[config.mk]
export PLATFORM = sky130hd
export DESIGN_NAME = wu_fetch_mt
export DESIGN_NICKNAME = d
export VERILOG_FILES = /design/src/rtl/wu_fetch_mt.sv
export SDC_FILE = /design/constraint.sdc
export NUM_CORES = 1
export LEC_CHECK = 0
export CORE_MARGIN = 4
export CORE_UTILIZATION = 40
export CTS_BUF_LIST = sky130_fd_sc_hd__clkbuf_8
export DETAILED_ROUTE_END_ITERATION = 16
export GPL_TIMING_DRIVEN = 1
export HOLD_SLACK_MARGIN = 0.15
export SETUP_SLACK_MARGIN = 0.3
export SLEW_MARGIN = 20
export SYNTH_ARGS = -nofsm -noshare
export SYNTH_HDL_FRONTEND = slang
export SYNTH_SLANG_ARGS = --single-unit
[constraint.sdc]
create_clock -name clk -period 5.55 [get_ports clk]
set_input_delay 0.8325 -clock clk [delete_from_list [all_inputs] [get_ports clk]]
set_output_delay 0.8325 -clock clk [all_outputs]
set_load 0.005 [all_outputs]
[src/rtl/wu_fetch_mt.sv]
// Multi-thread WU fetch: per-thread PCs and credit counters, round-robin issue
// onto one shared WU-memory read port, halt retirement and controller redirects.
module wu_fetch_mt #(
    parameter int NUM_THREADS  = 4,
    parameter int ADDR_WIDTH   = 24,
    parameter int FIFO_DEPTH   = 4,
    parameter int MGR_ID_WIDTH = 6,
    parameter int TID_WIDTH    = 2
) (
    input  logic                              clk,
    input  logic                              reset_poweron,
    input  logic [MGR_ID_WIDTH-1:0]           sys__mgr__mgrId,
    input  logic [NUM_THREADS-1:0]            mcntl__wuf__enable,
    input  logic [NUM_THREADS-1:0]            mcntl__wuf__start_valid,
    input  logic [NUM_THREADS*ADDR_WIDTH-1:0] mcntl__wuf__start_addr,
    input  logic [NUM_THREADS-1:0]            xxx__wuf__stall,
    input  logic [NUM_THREADS-1:0]            wud__wuf__credit_return,
    input  logic                              wud__wuf__halt,
    input  logic [TID_WIDTH-1:0]              wud__wuf__halt_tid,
    output logic                              wuf__wum__read,
    output logic [ADDR_WIDTH-1:0]             wuf__wum__addr,
    output logic [TID_WIDTH-1:0]              wuf__wum__tid,
    output logic [NUM_THREADS-1:0]            wuf__mcntl__busy,
    output logic [NUM_THREADS-1:0]            wuf__mcntl__done,
    output logic                              wuf__sys__error
);

    localparam int CRED_W = $clog2(FIFO_DEPTH + 1);

    typedef enum logic [1:0] {
        ST_IDLE = 2'd0,
        ST_RUN  = 2'd1,
        ST_DONE = 2'd2
    } state_e;

    state_e                state_q [NUM_THREADS];
    state_e                state_d [NUM_THREADS];
    logic [ADDR_WIDTH-1:0] pc_q    [NUM_THREADS];
    logic [ADDR_WIDTH-1:0] pc_d    [NUM_THREADS];
    logic [CRED_W-1:0]     cred_q  [NUM_THREADS];
    logic [CRED_W-1:0]     cred_d  [NUM_THREADS];

    logic [TID_WIDTH-1:0]   rr_q, rr_d;
    logic                   read_q, read_d;
    logic [ADDR_WIDTH-1:0]  addr_q, addr_d;
    logic [TID_WIDTH-1:0]   tid_q, tid_d;
    logic [NUM_THREADS-1:0] done_q, done_d;
    logic                   err_q, err_d;

    logic [NUM_THREADS-1:0] start;
    logic [NUM_THREADS-1:0] elig;
    logic                   grant_vld;
    logic [TID_WIDTH-1:0]   grant_tid;

    // Manager id is carried for debug visibility only.
    logic unused_mgr_id;
    assign unused_mgr_id = ^sys__mgr__mgrId;

    // A redirecting thread sits out the cycle so no stale-PC read slips out.
    always_comb begin
        for (int t = 0; t < NUM_THREADS; t++) begin
            start[t] = mcntl__wuf__start_valid[t] & mcntl__wuf__enable[t];
            elig[t]  = (state_q[t] == ST_RUN) & mcntl__wuf__enable[t] &
                       ~xxx__wuf__stall[t] & (cred_q[t] != '0) & ~start[t];
        end
    end

    always_comb begin
        logic [TID_WIDTH:0] sum;
        logic [TID_WIDTH-1:0] idx;
        grant_vld = 1'b0;
        grant_tid = '0;
        sum       = '0;
        idx       = '0;
        for (int i = 0; i < NUM_THREADS; i++) begin
            sum = {1'b0, rr_q} + (TID_WIDTH+1)'(i);
            if (sum >= (TID_WIDTH+1)'(NUM_THREADS)) begin
                sum = sum - (TID_WIDTH+1)'(NUM_THREADS);
            end
            idx = sum[TID_WIDTH-1:0];
            if (!grant_vld && elig[idx]) begin
                grant_vld = 1'b1;
                grant_tid = idx;
            end
        end
    end

    always_comb begin
        logic issue;
        logic halt_hit;
        rr_d   = rr_q;
        read_d = grant_vld;
        addr_d = addr_q;
        tid_d  = tid_q;
        err_d  = err_q;
        done_d = '0;
        issue    = 1'b0;
        halt_hit = 1'b0;

        if (grant_vld) begin
            addr_d = pc_q[grant_tid];
            tid_d  = grant_tid;
            rr_d   = (grant_tid == TID_WIDTH'(NUM_THREADS - 1)) ? '0 : grant_tid + 1'b1;
        end

        for (int t = 0; t < NUM_THREADS; t++) begin
            state_d[t] = state_q[t];
            pc_d[t]    = pc_q[t];
            cred_d[t]  = cred_q[t];
            issue      = grant_vld && (grant_tid == TID_WIDTH'(t));
            halt_hit   = wud__wuf__halt && (wud__wuf__halt_tid == TID_WIDTH'(t)) &&
                         (state_q[t] == ST_RUN);

            // Start beats disable and halt; start and issue never coincide.
            if (start[t]) begin
                state_d[t] = ST_RUN;
                pc_d[t]    = mcntl__wuf__start_addr[t*ADDR_WIDTH +: ADDR_WIDTH];
            end else if (!mcntl__wuf__enable[t]) begin
                state_d[t] = ST_IDLE;
            end else if (halt_hit) begin
                state_d[t] = ST_DONE;
                done_d[t]  = 1'b1;
            end

            if (issue) begin
                pc_d[t] = pc_q[t] + 1'b1;
            end

            if (wud__wuf__credit_return[t] && !issue) begin
                if (cred_q[t] == CRED_W'(FIFO_DEPTH)) begin
                    err_d = 1'b1;
                end else begin
                    cred_d[t] = cred_q[t] + 1'b1;
                end
            end else if (!wud__wuf__credit_return[t] && issue) begin
                cred_d[t] = cred_q[t] - 1'b1;
            end
        end
    end

    always_ff @(posedge clk or posedge reset_poweron) begin
        if (reset_poweron) begin
            for (int t = 0; t < NUM_THREADS; t++) begin
                state_q[t] <= ST_IDLE;
                pc_q[t]    <= '0;
                cred_q[t]  <= CRED_W'(FIFO_DEPTH);
            end
            rr_q   <= '0;
            read_q <= 1'b0;
            addr_q <= '0;
            tid_q  <= '0;
            done_q <= '0;
            err_q  <= 1'b0;
        end else begin
            state_q <= state_d;
            pc_q    <= pc_d;
            cred_q  <= cred_d;
            rr_q    <= rr_d;
            read_q  <= read_d;
            addr_q  <= addr_d;
            tid_q   <= tid_d;
            done_q  <= done_d;
            err_q   <= err_d;
        end
    end

    always_comb begin
        for (int t = 0; t < NUM_THREADS; t++) begin
            wuf__mcntl__busy[t] = (state_q[t] == ST_RUN);
        end
    end

    assign wuf__wum__read   = read_q;
    assign wuf__wum__addr   = addr_q;
    assign wuf__wum__tid    = tid_q;
    assign wuf__mcntl__done = done_q;
    assign wuf__sys__error  = err_q;

endmodule
==> run metrics, run 1 <==
CTS Buf Count 17; Die X 157.0 um; setup bufs post-CTS 0; Max Clk Rate about 0.22 GHz; post-synthesis mux area share 4.046%; R2R Path End pc_q[61]; fin cells 1408; post-synthesis xor/xnor area fraction 0%; worst reg2reg path startpoint state_q[7]; routed wire length 28550 um; Main synth FF type dfrtp_1; Power per Cell Area 343.9 nW/um2; Synth Area in Adders 2.030%; Setup violations, final 0; initial antenna violation count 0; antenna cells 0; Min-Delay Path Depth 2; Synth Register Bits 150; DRC Markers 0; H-tree levels 4; dpl cells 1376; Final ANT Viol Nets 0; crit share post-route 80.16%; leakage 4.308 nW; Syn. warnings 0; fin worst setup slack 1.101 ns; reg2reg setup slack 1.61 ns; Synth Area in Compound Gates 26.09%; hold endpoint state_q[3]; fill count 2072; Core Area 21820 um2; Peak VDD IR 0.1797 mV; worst-margin pin slew 1.098 ns; cts repair resizes 0; latest clock arrival within the worst-skew pair between 0.4 and 0.5 ns; routability cong. around 0.86; final hold slack approximately 0.51 ns; Post-CTS Hold Buffers 0; count leader, synth dfrtp_1; I/O Pins 159; distinct cell type count of the synthesized netlist 70; Req. time, crit path 5.91 ns; clk root buf clkbuf_8; vias in the first global route 7898; Critical Path Sink Type flip-flop; Num Clock Sinks 150; Post-synth EDFFs 0; Worst-path clk slew 0.09 ns; post-route minimum period 4.449 ns; register area 3759 um2; startpoint types input port; Max Slew Vio Count 0; drt first-iter violations 581; GRT Total Usage 22.94%; vias per std cell around 5.9; first-pass GRT wire length about 44000 um; CTS tree built; Post-Synthesis Cells about 980; TNS Setup 0 ns; CP Max Fanout 21; First-pass DRT Iterations 5; mean routed wirelength per cell about 20 um; FP Rows 54; global route overflow 0; Worst Skew 0.01849 ns; Hold Path Origin state_q[3]; Crit Path Class input port to flip-flop; reg2reg path depth 12; pin count of the biggest net entering global routing 53; area of the multi-input gates 4765 um2; main area contributors after synthesis dfrtp_1 (41%), a211oi_1 (6.4%), nor2_1 (5.4%), a21oi_1 (3.9%), a311oi_1 (3.8%); mapped cell area 8876 um2; Seq/Total Area, Yosys between 40% and 50%; layout cells sized above 1 under 10%; Clock Path Buffers 2; total power approximately 3.8 mW; top cells by count, synth dfrtp_1 (146), nor2_1 (127), a211oi_1 (76), nand2_1 (76), a21oi_1 (69); largest family of logic cells by synthesized area compound AO/OA/AOI/OAI gates; Nets 1250; simple-gate share of the synthesized area 21.22%; top-area cell type share of the netlist area between 40% and 50%; ys async rst share 100.0%; Yosys top cell by area dfrtp_1; Setup WS pre-CTS 0.6483 ns; post-DP HPWL 21280 um; status completed; initial core utilization 40.67%; RSZ-0062 raised after global routing no; Syn Nets 1113; Area Growth Syn to Fin 25.15%; Final Hold Viols 0; worst min path class flip-flop to flip-flop; Die Area 24640 um2; Avg Cell Area, Syn 9.076 um2; maxcap violations 0; number of port buffers between 150 and 200; Die Ht 157.0 um; via count 8342; Critical Path AT 4.81 ns; Worst slew margin 26.52%
## registers in the layout, indices dropped and copies added, names as in the netlist
register / count
wuf__mcntl__done: 4
cred_q: 12
state_q: 8
wuf__wum__read: 1
wuf__wum__addr: 24
wuf__sys__error: 1
pc_q: 96
rr_q: 2
wuf__wum__tid: 2
## metrics by stage
step           area [um2]  utilization [%]
2_1_floorplan        8876                -
3_3_place_gp        10680            48.96
3_5_place_dp        10680            48.96
4_1_cts             11110            50.90
5_1_grt             11110            50.90
6_report            11110            50.90
## kinds of logic (layout without fill, tap and decap cells)
family | after synthesis | in the layout
AND/OR/NAND/NOR | 376 | 376
AO/OA/AOI/OAI | 320 | 320
flip-flops | 150 | 150
adder cells (fa/ha/maj) | 12 | 12
multiplexers | 32 | 32
buffers and inverters | 88 | 238
## cells in the final DEF (no fill, tap or decap), types with 5 or more instances in the layout
master	count
clkdlybuf4s50_1	152
dfrtp_1	146
nor2_1	127
nand2_1	76
a211oi_1	76
a21oi_1	69
a311oi_1	39
o21ai_0	38
and3_1	33
nand3_1	31
inv_1	30
nor3_1	26
nand4_1	23
mux2i_1	22
buf_4	21
clkbuf_8	18
o31ai_1	12
a221o_1	12
o31a_1	12
and4_1	11
nand2b_1	10
o22ai_1	9
o221a_2	9
ha_1	8
mux2_4	7
a31oi_1	6
nor2b_1	6
and2_1	5
o211ai_1	5
## critical path, cell delays in order
cell             delay (ns)
clkdlybuf4s50_1        0.50
nand4bb_1              0.38
nor3_1                 0.22
buf_4                  0.24
nand3_1                0.42
nand3_4                0.33
inv_4                  0.10
ha_1                   0.23
o41a_1                 0.16
buf_4                  0.24
a21oi_1                0.75
nor2_1                 0.12
o221a_2                0.28
## cell type report
class / count / share of cell area, %
Multi-Input combinational cell: 740 / 42.89
Sequential cell: 150 / 33.84
Timing Repair Buffer: 173 / 15.12
Tap cell: 280 / 3.154
Clock buffer: 18 / 2.230
Clock inverter: 14 / 1.588
Inverter: 33 / 1.183
## worst max path at each step
| stage | from | cells after the start | end |
|---|---|---|---|
| 2_1_floorplan | reset_poweron | 1 | cred_q[0] |
| 3_5_place_dp | mcntl__wuf__start_valid[0] | 13 | pc_q[51] |
| 3_3_place_gp | mcntl__wuf__start_valid[0] | 13 | pc_q[61] |
| 5_1_grt | mcntl__wuf__start_valid[0] | 13 | pc_q[12] |
| 4_1_cts | mcntl__wuf__start_valid[0] | 13 | pc_q[61] |
| 6_report | mcntl__wuf__start_valid[0] | 13 | pc_q[61] |
## power breakdown
| part | switching [mW] | internal [mW] | leakage (nW) |
|---|---|---|---|
| Combinational | 0.534 | 0.616 | 2.39 |
| Sequential | 0.378 | 1.37 | 1.72 |
| Clock | 0.462 | 0.461 | 0.203 |
## layer usage
layer	part of all wire [%]	track usage, %	wire (um)	vias up
li1	-	-	-	4027
met1	46	33.22	13220	4029
met2	46	35.87	13230	258
met3	5.9	4.427	1697	28
met4	1.4	5.124	399	0
met5	0	0	0	-
Power figures use the tool's default switching activity.
==> inputs of run 2 (changes only) <==
- clock period: 5.55 -> 4.4 ns (I/O delays scaled with it)
==> run metrics, run 2 (synthesized netlist as in run 1, its figures left out) <==
status completed (unchanged); Post-CTS Hold Buffers 0 (unchanged); reg2reg setup slack 0.79 ns (was 1.61 ns); Max Clk Rate ~0.26 GHz; cell family with most CP delay compound AO/OA/AOI/OAI gates (was simple AND/OR/NAND/NOR gates); leakage 4.421 nW (was 4.308 nW); CP Max Fanout 19 (was 21); global route overflow 0 (unchanged); First-pass DRT Iterations 5 (unchanged); total power 4.846 mW (was 3.820 mW); routability cong. 0.8676 (was 0.8623); Final ANT Viol Nets 0 (unchanged); Req. time, crit path 4.73 ns (was 5.91 ns); post-route minimum period slightly below 4 ns; Final Hold Viols 0 (unchanged); worst min path class flip-flop to flip-flop (unchanged); initial antenna violation count 0 (unchanged); maxcap violations 0 (unchanged); clk root buf clkbuf_8 (unchanged); Die Area 24640 um2 (unchanged); vias per std cell 5.974 (was 5.925); startpoint types input port (unchanged); post-DP HPWL 21830 um (was 21280 um); Power per Cell Area 429.2 nW/um2 (was 343.9 nW/um2); commonest non-fill, non-tap cell in the layout clkdlybuf4s50_1 (unchanged); Max Slew Vio Count 0 (unchanged); routed wire length 29060 um (was 28550 um); Worst slew margin 37.02% (was 26.52%); Buf/Inv on CP 4 (unchanged); drt first-iter violations 581 (unchanged); Largest Register pc_q (unchanged); RSZ-0062 raised after global routing no (unchanged); CTS Buf Count 17 (unchanged); Crit Path Class input port to flip-flop (unchanged); initial core utilization 40.67% (unchanged); Num Clock Sinks 150 (unchanged); Critical Path Sink Type flip-flop (unchanged); H-tree levels 4 (unchanged); Area Growth Syn to Fin 27.21% (was 25.15%); FP Rows 54 (unchanged); Clock Path Buffers 2 (unchanged); latest clock arrival within the worst-skew pair 0.46 ns (was 0.47 ns); commonest non-fill, non-tap cells in the layout clkdlybuf4s50_1 (152), dfrtp_1 (146), nor2_1 (127), nand2_1 (76), a211oi_1 (76) (unchanged); Peak VDD IR 0.2104 mV (was 0.1797 mV); worst-margin pin slew 0.9412 ns (was 1.098 ns); crit path cell chain clkdlybuf4s50_1 > or3b_1 > nor3_4 > o221a_2 > nand3_4 > inv_4 > buf_4 > ha_1 > o41a_1 > nor2_1 > buf_4 > a311oi_1 > a211oi_1 (was clkdlybuf4s50_1 > nand4bb_1 > nor3_1 > buf_4 > nand3_1 > nand3_4 > inv_4 > ha_1 > o41a_1 > buf_4 > a21oi_1 > nor2_1 > o221a_2); Nets 1270 (was 1250); CP dominant cell by count buf_4 (unchanged); GRT Total Usage 23.41% (was 22.94%); DRC Markers 0 (unchanged); setup bufs post-CTS 0 (unchanged); vias in the first global route 7944 (was 7898); Die X 157.0 um (unchanged); layout cells sized above 1 10.10% (was 8.599%); mean routed wirelength per cell 20.35 um (was 20.27 um); Critical Path AT 4.18 ns (was 4.81 ns); final hold slack 0.5099 ns (was 0.5100 ns); Critical-path top delay cell clkdlybuf4s50_1 (was a21oi_1); number of flip-flops in the largest register 96 (unchanged); cts repair resizes 0 (unchanged); TNS Setup 0 ns (unchanged); via count 8531 (was 8342); pin count of the biggest net entering global routing 66 (was 53); number of port buffers 152 (unchanged); CTS tree built (unchanged); fin cells 1428 (was 1408); slowest stage delay, CP 0.47 ns (was 0.75 ns); first-pass GRT wire length 44880 um (was 44170 um); Setup violations, final 0 (unchanged); antenna cells 0 (unchanged); dpl cells 1396 (was 1376); Worst Skew 0.01659 ns (was 0.01849 ns); Die Ht 157.0 um (unchanged); Core Area 21820 um2 (unchanged); Worst-path clk slew 0.10 ns (was 0.09 ns); crit share post-route between 80 and 90%; I/O Pins 159 (unchanged)
## run 2: changes by cell type in the layout (fill, tap and decap cells not counted), sizes merged
| cell | before | now |
|---|---|---|
| clkinv | 5 | 4 |
| inv | 35 | 36 |
| buf | 21 | 41 |
## run 2: layer usage
layer | wire length [um] | vias to the layer above | GRT usage (%) | part of all wire [%]
met5 | 0 | - | 0 | 0
met4 | 459 | 0 | 5.289 | 1.6
met3 | 1838 | 29 | 4.702 | 6.3
met2 | 13670 | 289 | 37.04 | 47
met1 | 13090 | 4140 | 33.39 | 45
li1 | - | 4073 | - | -
## run 2: worst paths after layout
kind | cells after the start | to | startpoint
min in group asynchronous | 2 | state_q[7] | reset_poweron
setup reg to reg | 11 | pc_q[63] | cred_q[5]
hold reg to reg | 2 | state_q[5] | state_q[5]
hold / removal | 2 | state_q[5] | state_q[5]
setup / recovery | 13 | pc_q[15] | mcntl__wuf__enable[1]
max in group asynchronous | 3 | cred_q[2] | reset_poweron
## run 2: through the flow
stage / area, um2 / util, % / setup WS (ns)
after global placement: 10860 / 49.75 / 0.1845
after CTS: 11290 / 51.74 / 0.6126
final: 11290 / 51.74 / 0.5493
after floorplan: 8880 / - / 0.6844
after detailed placement: 10870 / 49.81 / 0.1301
after global routing: 11290 / 51.74 / 0.3968
## run 2: area by class of cell
type | count | area (um2)
repair buffers | 193 | 1854
multi-input cells | 740 | 4776
fillers | 2055 | 10530
clock buffers | 18 | 247.7
flip-flops and latches | 150 | 3759
inverters | 33 | 130.1
clock inverters | 14 | 173.9
well taps | 280 | 350.3
## run 2: worst register-to-register path, stage by stage, from the launching register on
cell and delay [ns]:
dfstp_2 0.60, nor3_2 0.08, or4_4 0.57, or3_4 0.44
nand3_4 0.15, inv_4 0.05, ha_1 0.24, o41a_1 0.19
buf_4 0.20, nor2_1 0.57, a211oi_1 0.10, a311oi_1 0.31
## run 2: power by group
part / switching, mW / internal, mW / leakage (nW)
sequential: 0.491 / 1.73 / 1.72
clock: 0.579 / 0.581 / 0.207
combinational: 0.681 / 0.790 / 2.50
total: 1.75 / 3.10 / 4.42
==> inputs of run 3 (changes only) <==
- SKIP_CTS_REPAIR_TIMING: unset -> 1
==> results of run 3 <==
Same layout as run 2: the final DEF is identical, and so are final timing and power.
